$ cat src/rtl/pipelined_adder_pkg.sv
// Shared helpers for the pipelined adder: slice-width derivation and the
// parameter legality check used at elaboration.
package pipelined_adder_pkg;

  localparam int DEFAULT_WIDTH  = 8;
  localparam int DEFAULT_STAGES = 2;

  function automatic int slice_width(input int width, input int stages);
    return width / stages;
  endfunction

  function automatic bit cfg_ok(input int width, input int stages);
    return (width >= 1) && (stages >= 1) && (stages <= width) &&
           ((width % stages) == 0);
  endfunction

endpackage

$ cat src/rtl/pipelined_adder_if.sv
// Streaming operand/result bus of the pipelined adder: valid/ready on both
// the operand side and the result side.
interface pipelined_adder_if #(
  parameter int WIDTH = 8
);
  logic             in_valid;
  logic             in_ready;
  logic [WIDTH-1:0] a;
  logic [WIDTH-1:0] b;
  logic             ci;
  logic             sub;
  logic             out_valid;
  logic             out_ready;
  logic [WIDTH-1:0] s;
  logic             co;
  logic             ovf;

  modport master (
    output in_valid, a, b, ci, sub, out_ready,
    input  in_ready, out_valid, s, co, ovf
  );

  modport slave (
    input  in_valid, a, b, ci, sub, out_ready,
    output in_ready, out_valid, s, co, ovf
  );
endinterface

$ cat src/rtl/adder_slice.sv
// Combinational CW-bit ripple of full-adder cells; also exposes the carry
// into the slice MSB so the top slice can derive signed overflow.
module adder_slice #(
  parameter int CW = 4
) (
  input  logic [CW-1:0] a,
  input  logic [CW-1:0] b,
  input  logic          cin,
  output logic [CW-1:0] s,
  output logic          cout,
  output logic          c_msb_in
);

  logic [CW:0] c;

  always_comb begin
    c    = '0;
    s    = '0;
    c[0] = cin;
    for (int k = 0; k < CW; k++) begin
      s[k]   = a[k] ^ b[k] ^ c[k];
      c[k+1] = (a[k] & b[k]) | (c[k] & (a[k] ^ b[k]));
    end
  end

  assign cout     = c[CW];
  assign c_msb_in = c[CW-1];

endmodule

$ cat src/rtl/pipelined_adder.sv
// WIDTH-bit adder/subtractor with the carry chain cut into STAGES registered
// slices; valid/ready flow control with a combinational ready chain.
module pipelined_adder
  import pipelined_adder_pkg::*;
#(
  parameter int WIDTH  = DEFAULT_WIDTH,
  parameter int STAGES = DEFAULT_STAGES
) (
  input logic              clk,
  input logic              rst_n,
  pipelined_adder_if.slave bus
);

  localparam int CW = slice_width(WIDTH, STAGES);
  localparam int L  = STAGES - 1;

  if (!cfg_ok(WIDTH, STAGES)) begin : g_bad_cfg
    $error("pipelined_adder: WIDTH must be >= 1 and divisible by STAGES (1..WIDTH)");
  end

  logic [STAGES-1:0] v_q, v_d;
  logic [STAGES-1:0] carry_q, carry_d;
  logic [WIDTH-1:0]  sum_q [STAGES];
  logic [WIDTH-1:0]  sum_d [STAGES];
  logic [WIDTH-1:0]  opa_q [STAGES];
  logic [WIDTH-1:0]  opa_d [STAGES];
  logic [WIDTH-1:0]  opb_q [STAGES];
  logic [WIDTH-1:0]  opb_d [STAGES];
  logic              cmsb_q, cmsb_d;

  logic [STAGES:0]   adv;
  logic [WIDTH-1:0]  src_a   [STAGES];
  logic [WIDTH-1:0]  src_b   [STAGES];
  logic [WIDTH-1:0]  src_sum [STAGES];
  logic [STAGES-1:0] src_c;
  logic [STAGES-1:0] src_v;

  logic [CW-1:0]     slice_s  [STAGES];
  logic              slice_co [STAGES];
  logic              slice_cm [STAGES];

  // Ready ripples from the output back to the input within one cycle.
  always_comb begin
    adv         = '0;
    adv[STAGES] = bus.out_ready;
    for (int i = STAGES - 1; i >= 0; i--) begin
      adv[i] = !v_q[i] || adv[i+1];
    end
  end

  // Stage 0 consumes the bus; later stages consume the previous stage.
  // Subtraction is folded in here as a + ~b + 1.
  always_comb begin
    src_a[0]   = bus.a;
    src_b[0]   = bus.sub ? ~bus.b : bus.b;
    src_c[0]   = bus.sub | bus.ci;
    src_sum[0] = '0;
    src_v[0]   = bus.in_valid;
    for (int i = 1; i < STAGES; i++) begin
      src_a[i]   = opa_q[i-1];
      src_b[i]   = opb_q[i-1];
      src_c[i]   = carry_q[i-1];
      src_sum[i] = sum_q[i-1];
      src_v[i]   = v_q[i-1];
    end
  end

  for (genvar g = 0; g < STAGES; g++) begin : g_slice
    adder_slice #(.CW(CW)) u_slice (
      .a        (src_a[g][g*CW +: CW]),
      .b        (src_b[g][g*CW +: CW]),
      .cin      (src_c[g]),
      .s        (slice_s[g]),
      .cout     (slice_co[g]),
      .c_msb_in (slice_cm[g])
    );
  end

  always_comb begin
    v_d     = v_q;
    carry_d = carry_q;
    cmsb_d  = cmsb_q;
    for (int i = 0; i < STAGES; i++) begin
      sum_d[i] = sum_q[i];
      opa_d[i] = opa_q[i];
      opb_d[i] = opb_q[i];
    end
    // Data registers only move with a real item; a bubble just clears v.
    for (int i = 0; i < STAGES; i++) begin
      if (adv[i]) begin
        v_d[i] = src_v[i];
        if (src_v[i]) begin
          opa_d[i]              = src_a[i];
          opb_d[i]              = src_b[i];
          carry_d[i]            = slice_co[i];
          sum_d[i]              = src_sum[i];
          sum_d[i][i*CW +: CW]  = slice_s[i];
        end
      end
    end
    if (adv[L] && src_v[L]) begin
      cmsb_d = slice_cm[L];
    end
  end

  always_ff @(posedge clk or negedge rst_n) begin
    if (!rst_n) begin
      v_q     <= '0;
      carry_q <= '0;
      cmsb_q  <= 1'b0;
      for (int i = 0; i < STAGES; i++) begin
        sum_q[i] <= '0;
        opa_q[i] <= '0;
        opb_q[i] <= '0;
      end
    end else begin
      v_q     <= v_d;
      carry_q <= carry_d;
      cmsb_q  <= cmsb_d;
      for (int i = 0; i < STAGES; i++) begin
        sum_q[i] <= sum_d[i];
        opa_q[i] <= opa_d[i];
        opb_q[i] <= opb_d[i];
      end
    end
  end

  assign bus.in_ready  = adv[0];
  assign bus.out_valid = v_q[L];
  assign bus.s         = sum_q[L];
  assign bus.co        = carry_q[L];
  assign bus.ovf       = cmsb_q ^ carry_q[L];

endmodule

$ cat src/flat_wrapper.sv
// flat-port wrapper written by rule: the top's interface ports become plain ports
module pipelined_adder_flat import pipelined_adder_pkg::*;
#(
  parameter int WIDTH  = DEFAULT_WIDTH,
  parameter int STAGES = DEFAULT_STAGES
)
  (clk, rst_n, bus_in_valid, bus_a, bus_b, bus_ci, bus_sub, bus_out_ready, bus_in_ready, bus_out_valid, bus_s, bus_co, bus_ovf);
  pipelined_adder_if #(.WIDTH(WIDTH)) bus_i ();
  input logic clk;
  input logic rst_n;
  input wire logic [$bits(bus_i.in_valid)-1:0] bus_in_valid;
  input wire logic [$bits(bus_i.a)-1:0] bus_a;
  input wire logic [$bits(bus_i.b)-1:0] bus_b;
  input wire logic [$bits(bus_i.ci)-1:0] bus_ci;
  input wire logic [$bits(bus_i.sub)-1:0] bus_sub;
  input wire logic [$bits(bus_i.out_ready)-1:0] bus_out_ready;
  output wire logic [$bits(bus_i.in_ready)-1:0] bus_in_ready;
  output wire logic [$bits(bus_i.out_valid)-1:0] bus_out_valid;
  output wire logic [$bits(bus_i.s)-1:0] bus_s;
  output wire logic [$bits(bus_i.co)-1:0] bus_co;
  output wire logic [$bits(bus_i.ovf)-1:0] bus_ovf;
  assign bus_i.in_valid = bus_in_valid;
  assign bus_i.a = bus_a;
  assign bus_i.b = bus_b;
  assign bus_i.ci = bus_ci;
  assign bus_i.sub = bus_sub;
  assign bus_i.out_ready = bus_out_ready;
  assign bus_in_ready = bus_i.in_ready;
  assign bus_out_valid = bus_i.out_valid;
  assign bus_s = bus_i.s;
  assign bus_co = bus_i.co;
  assign bus_ovf = bus_i.ovf;
  pipelined_adder #(.WIDTH(WIDTH), .STAGES(STAGES)) u_core (.clk(clk), .rst_n(rst_n), .bus(bus_i));
endmodule
$ cat config.mk
export PLATFORM = sky130hd
export DESIGN_NAME = pipelined_adder_flat
export DESIGN_NICKNAME = d
export VERILOG_FILES = /design/src/rtl/pipelined_adder_pkg.sv /design/src/rtl/pipelined_adder_if.sv /design/src/rtl/adder_slice.sv /design/src/rtl/pipelined_adder.sv /design/src/flat_wrapper.sv
export SDC_FILE = /design/constraint.sdc
export NUM_CORES = 1
export LEC_CHECK = 0
export ABC_AREA = 0
export CORE_MARGIN = 2
export CORE_UTILIZATION = 45
export DETAILED_ROUTE_END_ITERATION = 12
export PLACE_DENSITY = 0.81
export SYNTH_ARGS = -nofsm -noshare
export SYNTH_HDL_FRONTEND = slang
export SYNTH_SLANG_ARGS = --single-unit
$ cat constraint.sdc
create_clock -name clk -period 3 [get_ports clk]
set_clock_uncertainty 0.15 [all_clocks]
set_input_delay 0.6 -clock clk [delete_from_list [all_inputs] [get_ports clk]]
set_output_delay 0.6 -clock clk [all_outputs]
set_load 0.01 [all_outputs]
==> results of run 1 <==
metrics by stage:
stage	utilization (%)	setup slack [ns]	TNS, ns	hold slack, ns
after detailed placement	60.2	-0.318	-0.447	0.344
after CTS	61.2	0.0337	0	0.374
after global routing	61.3	0.0395	0	0.391
after global placement	60.2	-0.255	-0.330	0.337
final	61.3	0.117	0	0.370
after floorplan	-	0.104	0	0.154
logic make-up (layout without fill, tap and decap cells):
kind of cell | Yosys count | after routing | synth area share, %
DFF | 25 | 25 | 49.1
muxes | 23 | 23 | 21.5
buffers and inverters | 17 | 55 | 5.99
xor gates and xnor gates | 9 | 9 | 6.18
adders and majority gates | 8 | 8 | 12.6
and+or+nand+nor | 7 | 7 | 4.71
layer usage:
layer  GRT usage, %  vias up
met3           1.59        2
met4           5.98        0
met5              0        -
li1               -      354
met1           17.6      373
met2           25.3       22
critical path, cell delays in order:
cell             delay [ns]
clkdlybuf4s50_1        0.41
xnor2_1                0.15
fa_1                   0.39
inv_1                  0.08
fa_1                   0.17
inv_1                  0.05
fa_1                   0.35
inv_1                  0.07
fa_1                   0.40
mux2_2                 0.27
sequential cells by signal, indices dropped and copies added, names as in the netlist:
| name | count |
|---|---|
| u_core.src_sum | 4 |
| u_core.carry_q | 2 |
| u_core.v_q | 2 |
| u_core.opa_q | 4 |
| u_core.opb_q | 4 |
| u_core.cmsb_q | 1 |
| u_core.bus.s | 8 |
layout by cell type, fill, tap and decap left out:
master,n
nand2_2,1
xnor2_1,4
dlymetal6s2s_1,1
nand2b_1,3
clkbuf_4,3
fa_1,8
mux2_4,6
inv_1,15
nand2_4,1
mux2i_1,6
mux2_2,11
xor2_1,5
dfrtp_1,25
clkdlybuf4s50_1,32
nand3b_4,1
buf_4,3
nor2_1,1
clkinv_2,1
power groups by stage:
stage | combinational, mW | sequential (mW) | clock [mW]
detailed placement | 0.451 | 0.515 | 0
CTS | 0.451 | 0.508 | 0.154
global route | 0.487 | 0.521 | 0.169
global placement | 0.432 | 0.509 | 0
floorplan | 0.202 | 0.532 | 0
finish | 0.442 | 0.506 | 0.148
area by class of cell:
class / instances / area, um2 / share of cell area (%)
multi-input combinational: 47 / 573 / 34.2
tap: 31 / 38.8 / 2.31
timing repair buffer: 36 / 355 / 21.2
inverter: 15 / 56.3 / 3.36
clock inverter: 1 / 5.00 / 0.299
clock buffer: 3 / 22.5 / 1.34
sequential: 25 / 626 / 37.3
final timing paths:
| path | start | endpoint | slack, ns | cells past startpoint |
|---|---|---|---|---|
| min reg2reg | u_core.src_sum[2]$_DFFE_PN0P_ | u_core.bus.s[2]$_DFFE_PN0P_ | 0.37 | 1 |
| max reg2reg | u_core.opa_q[12]$_DFFE_PN0P_ | u_core.bus.s[7]$_DFFE_PN0P_ | 0.54 | 7 |
| max in group asynchronous | rst_n | u_core.bus.s[3]$_DFFE_PN0P_ | 1.97 | 2 |
| min | u_core.src_sum[2]$_DFFE_PN0P_ | u_core.bus.s[2]$_DFFE_PN0P_ | 0.37 | 1 |
| max | bus_b[0] | u_core.src_sum[3]$_DFFE_PN0P_ | 0.12 | 10 |
| min in group asynchronous | rst_n | u_core.opa_q[12]$_DFFE_PN0P_ | 0.48 | 2 |
==> run_results.csv, run 1 <==
group,metric,value,unit
status,status,"complete, no violations",
detailed_routing,number_of_detailed_routing_iterations_run_before_antenna_repair,4,
global_route,antenna_found_initial,0,
detailed_routing,post_drt_via_cell_ratio,4.75,
detailed_routing,routed-wl-met3,105,um
clocking,total_clock_sinks,25,
timing,layout_worst_path_cycle_share,96.1,%
yosys,synth.distinct_cells,15,
min_path,worstHoldPathType,"register to register",
global_route,first_global_vias,808,
timing,maxClockFrequency,347,MHz
clocking,post_cts_resize_count,0,
pwr,clock_power_share,13.5,%
cells_and_area,post_route_cells_drive_above_1_share,21.3,%
floorplanning,starting_density,46.6,%
clocking,holdBufCountCts,0,
pwr,max_rail_drop_vdd,482,uV
pwr,power.switching_fraction,29.7,%
clocking,cts_inserted_buffers,3,
timing,timing_max_transition_violations_final,0,
cells_and_area,ant_cells,0,
timing,grt_setup_unrepaired,"false",
cells_and_area,fillers,225,
cells_and_area,area_growth_syn_to_layout,31.5,%
timing,setup_violations,0,
global_route,grtUsageTotal,14.2,%
pwr,p_sw,0.325,mW
yosys,yosysWarningCount,0,
yosys,post_synth_edffs,0,
yosys,portion_of_synthesized_cell_area_occupied_by_the_leading_cell_type,49.1,%
yosys,ys_async_sr_fraction,100,%
global_route,overall_overflow_remaining_after_global_route,0,
detailed_routing,totalWireLength,2.06,mm
yosys,synth.area.top_cells,"dfrtp_1, fa_1, mux2_2",
clocking,clock_latency,0.32,ns
clocking,cts_buffer_depth,2,
placed_design,replace_congestion,0.679,
detailed_routing,ant_nets,0,
placed_design,dp_hpwl,1.63,mm
yosys,synth_cell_area,1270,um2
global_route,pin_count_of_the_biggest_net_entering_global_routing,26,
detailed_routing,met2_wirelength,1.10,mm
floorplanning,die_width,57.2,um
clocking,clk_pin_slew,0.12,ns
yosys,synth.ff_latch_count,25,
pwr,pint,0.770,mW
clocking,htree_num_levels,1,
yosys,dominantRegCellSynth,"dfrtp_1",
clocking,clock_tree.root_cell,"clkbuf_4",
cells_and_area,layout.cells.non_filler,158,
floorplanning,die_height,57.2,um
detailed_routing,drtIter0Drc,13,
yosys,synthesis.nets,119,
placed_design,placed_cells_incl_taps,154,
clocking,cts_tree,"yes",
yosys,post-synth-top-area-cell,"dfrtp_1",
placed_design,dpl-instance-area,1650,um2
floorplanning,placeableCoreArea,2730,um2
floorplanning,boundaryPins,34,
timing,finalHoldViolCount,0,
yosys,post_synth_inst_count,89,
yosys,synthTopCellsByCount,"dfrtp_1, inv_1, mux2_2, fa_1",
yosys,sequential_fraction_of_the_synthesis_area,49.1,%
pwr,p_total,1.10,mW
pwr,pwr-share-comb,40.3,%
setup_path,timing.critical_path.arrival,2.94,ns
setup_path,end_kind,"register",
timing,slew_headroom,78.9,%
yosys,synth.avg_cell_area,14.3,um2
detailed_routing,detailroute.via_count,751,
pwr,p_per_area,654,nW/um2
cells_and_area,layout.cell_area.non_filler,1680,um2
flow_run,cap_viol_max_count,0,
setup_path,critPathRequiredTime,3.06,ns
pwr,power.sequential.fraction,46.1,%
floorplanning,dieArea,3280,um2
placed_design,io_buffers,33,
setup_path,path_max_fanout,1,
yosys,synth_most_common_cell,"dfrtp_1",
setup_path,cp_startpoint_kind,"input port",
timing,post-route-min-period,2.88,ns
detailed_routing,met1Wirelength,833,um
timing,worst_pin_slew,0.316,ns
pwr,power.leakage,0.797,nW
global_route,grt_first_pass_wirelength,3.53,mm
detailed_routing,wl_per_cell,13.0,um
setup_path,ws_path_type,"input port to register",
clocking,postCtsSetupRepairBufs,0,
detailed_routing,top_signal_layer_used,"met4",
cells_and_area,finish.net_count,158,
floorplanning,row_count,19,
detailed_routing,post-route-drc-count,0,
Note: power is estimated with default switching activity, not from simulation.
==> inputs of run 2 (changes only) <==
--- a/config.mk
+++ b/config.mk
@@ -7,9 +7,9 @@
 export LEC_CHECK = 0
 export ABC_AREA = 0
 export CORE_MARGIN = 2
-export CORE_UTILIZATION = 45
+export CORE_UTILIZATION = 47
 export DETAILED_ROUTE_END_ITERATION = 12
-export PLACE_DENSITY = 0.81
+export PLACE_DENSITY = 0.84
 export SYNTH_ARGS = -nofsm -noshare
 export SYNTH_HDL_FRONTEND = slang
 export SYNTH_SLANG_ARGS = --single-unit
==> run 2 against run 1 <==
Net effect:
- final area is 0.37% lower
- first-iteration DRC count is 62% lower
- clock power hardly changed
- wire length is 0.68% lower
- die area is 4.0% lower
- register-to-register slack worse by 0.03 ns
- sequential power hardly changed
- critical path type unchanged
- core utilization is 4.9 points higher
- sequential share of layout area is 0.14 points higher
- final cell count is 0.63% lower
- total power is 0.41% higher
- hold slack worse by 0.0028 ns
==> run_results.csv, run 2 (synthesized netlist as in run 1, its figures left out) <==
group,metric,value,unit
cells_and_area,layout_commonest_cell,"clkdlybuf4s50_1",
pwr,p_sw,0.325,mW
pwr,p_total,1.10,mW
setup_path,timing.critical_path.arrival,2.94,ns
timing,layout_worst_path_cycle_share,96.1,%
setup_path,worstPathBufferInverterCount,4,
cells_and_area,post_route_cells_drive_above_1_share,20.5,%
floorplanning,die_width,56.1,um
setup_path,cpPeakStageDelay,0.41,ns
floorplanning,starting_density,50.5,%
setup_path,timing.critical_path.max_delay_family,"adder cells",
floorplanning,die_height,56.1,um
setup_path,path_cells,"clkdlybuf4s50_1, xnor2_1, fa_1, inv_1, fa_1, inv_1, fa_1, inv_1, fa_1, mux2_2",
detailed_routing,detailroute.via_count,770,
clocking,clock_tree.root_cell,"clkbuf_4",
timing,timing_max_transition_violations_final,0,
detailed_routing,ant_nets,0,
clocking,clock_latency,0.31,ns
timing,post-route-min-period,2.88,ns
timing,maxClockFrequency,347,MHz
pwr,pint,0.775,mW
timing,tns,0,ns
floorplanning,row_count,18,
clocking,postCtsSetupRepairBufs,0,
timing,slew_headroom,79.3,%
pwr,pwr-share-comb,40.8,%
status,status,"complete, no violations",
global_route,antenna_found_initial,0,
detailed_routing,post-route-drc-count,0,
timing,grt_setup_unrepaired,"false",
cells_and_area,fillers,208,
setup_path,timing.critical_path.mode_cell,"fa_1",
clocking,cts_buffer_depth,2,
placed_design,pre_cts_ws,-0.360,ns
global_route,grtUsageTotal,14.6,%
timing,final_worst_setup_slack,0.116,ns
cells_and_area,ant_cells,0,
pwr,power.sequential.fraction,46.0,%
setup_path,timing.reg2reg.setup_slack,0.51,ns
cells_and_area,flip_flop_count_of_the_largest_register_after_layout,8,
floorplanning,boundaryPins,34,
setup_path,end_kind,"register",
floorplanning,dieArea,3150,um2
floorplanning,placeableCoreArea,2520,um2
placed_design,io_buffers,33,
detailed_routing,totalWireLength,2.05,mm
flow_run,cap_viol_max_count,0,
pwr,p_per_area,659,nW/um2
clocking,htree_num_levels,1,
detailed_routing,post_drt_via_cell_ratio,4.90,
global_route,grt_first_pass_wirelength,3.50,mm
setup_path,cp_startpoint_kind,"input port",
placed_design,replace_congestion,0.678,
detailed_routing,wl_per_cell,13.0,um
timing,setup_violations,0,
cells_and_area,finish.net_count,158,
timing,finalHoldViolCount,0,
cells_and_area,postLayoutCoreUtil,66.2,%
global_route,overall_overflow_remaining_after_global_route,0,
cells_and_area,area_growth_syn_to_layout,31.0,%
clocking,holdBufCountCts,0,
clocking,clk_pin_slew,0.12,ns
timing,worst_pin_slew,0.310,ns
setup_path,path_max_fanout,1,
pwr,clock_power_share,13.2,%
min_path,worstHoldPathType,"register to register",
placed_design,dp_hpwl,1.67,mm
global_route,pin_count_of_the_biggest_net_entering_global_routing,26,
pwr,power.switching_fraction,29.5,%
pwr,max_rail_drop_vdd,468,uV
cells_and_area,layout.cell_area.non_filler,1670,um2
setup_path,critPathRequiredTime,3.05,ns
placed_design,dpl-instance-area,1650,um2
setup_path,crit_path_top_delay_cell,"clkdlybuf4s50_1",
cells_and_area,final_cell_mix,"clkdlybuf4s50_1, dfrtp_1, inv_1, mux2_2, fa_1",
detailed_routing,number_of_detailed_routing_iterations_run_before_antenna_repair,3,
clocking,post_cts_resize_count,1,
pwr,power.leakage,0.786,nW
global_route,first_global_vias,768,
detailed_routing,drtIter0Drc,5,
clocking,cts_inserted_buffers,3,
setup_path,ws_path_type,"input port to register",
clocking,cts_tree,"yes",
clocking,total_clock_sinks,25,
-- run 2: changes by cell type in the layout (fill, tap and decap cells not counted), sizes merged --
| cell | delta |
|---|---|
| dlymetal6s2s | -1 |
| dlygate4sd2 | +1 |
| clkinv | -1 |
| clkbuf | +1 |
-- run 2: power groups by stage --
stage                     clock network [mW]  logic (mW)  registers, mW
after CTS                              0.150       0.458          0.508
after global placement                     0       0.434          0.509
after detailed placement                   0       0.456          0.515
after global routing                   0.168       0.488          0.520
final                                  0.145       0.449          0.506
after floorplan                            0       0.202          0.532
-- run 2: per-stage QoR --
step | hold WS, ns | instances
2_1_floorplan | 0.154 | 89
3_3_place_gp | 0.337 | 153
3_5_place_dp | 0.342 | 153
4_1_cts | 0.371 | 157
5_1_grt | 0.395 | 157
6_report | 0.367 | 157
-- run 2: cell type report --
class / instances / area, um2 / share of cell area (%)
Tap cell: 30 / 37.5 / 2.25
Sequential cell: 25 / 626 / 37.5
Clock buffer: 4 / 26.3 / 1.57
Timing Repair Buffer: 36 / 352 / 21.0
Multi-Input combinational cell: 47 / 573 / 34.3
Inverter: 15 / 56.3 / 3.37
-- run 2: final timing paths --
path / startpoint / endpoint / cells past startpoint
min in group asynchronous: rst_n / u_core.opb_q[14]$_DFFE_PN0P_ / 2
worst max register to register: u_core.opb_q[12]$_DFFE_PN0P_ / u_core.bus.s[7]$_DFFE_PN0P_ / 7
worst max-delay path: bus_b[0] / u_core.src_sum[3]$_DFFE_PN0P_ / 10
worst min-delay path: u_core.bus.s[0]$_DFFE_PN0P_ / u_core.bus.s[0]$_DFFE_PN0P_ / 1
worst min register to register: u_core.bus.s[0]$_DFFE_PN0P_ / u_core.bus.s[0]$_DFFE_PN0P_ / 1
max in group asynchronous: rst_n / u_core.src_sum[1]$_DFFE_PN0P_ / 2
-- run 2: routing by layer --
metal / part of all wire, % / up-vias / routed length, um / global-route usage, %
li1: - / 352 / - / -
met1: 37 / 393 / 767 / 17.3
met2: 57 / 23 / 1160 / 25.9
met3: 4.6 / 2 / 94 / 1.86
met4: 1.0 / 0 / 21 / 7.14
met5: 0 / - / 0 / 0
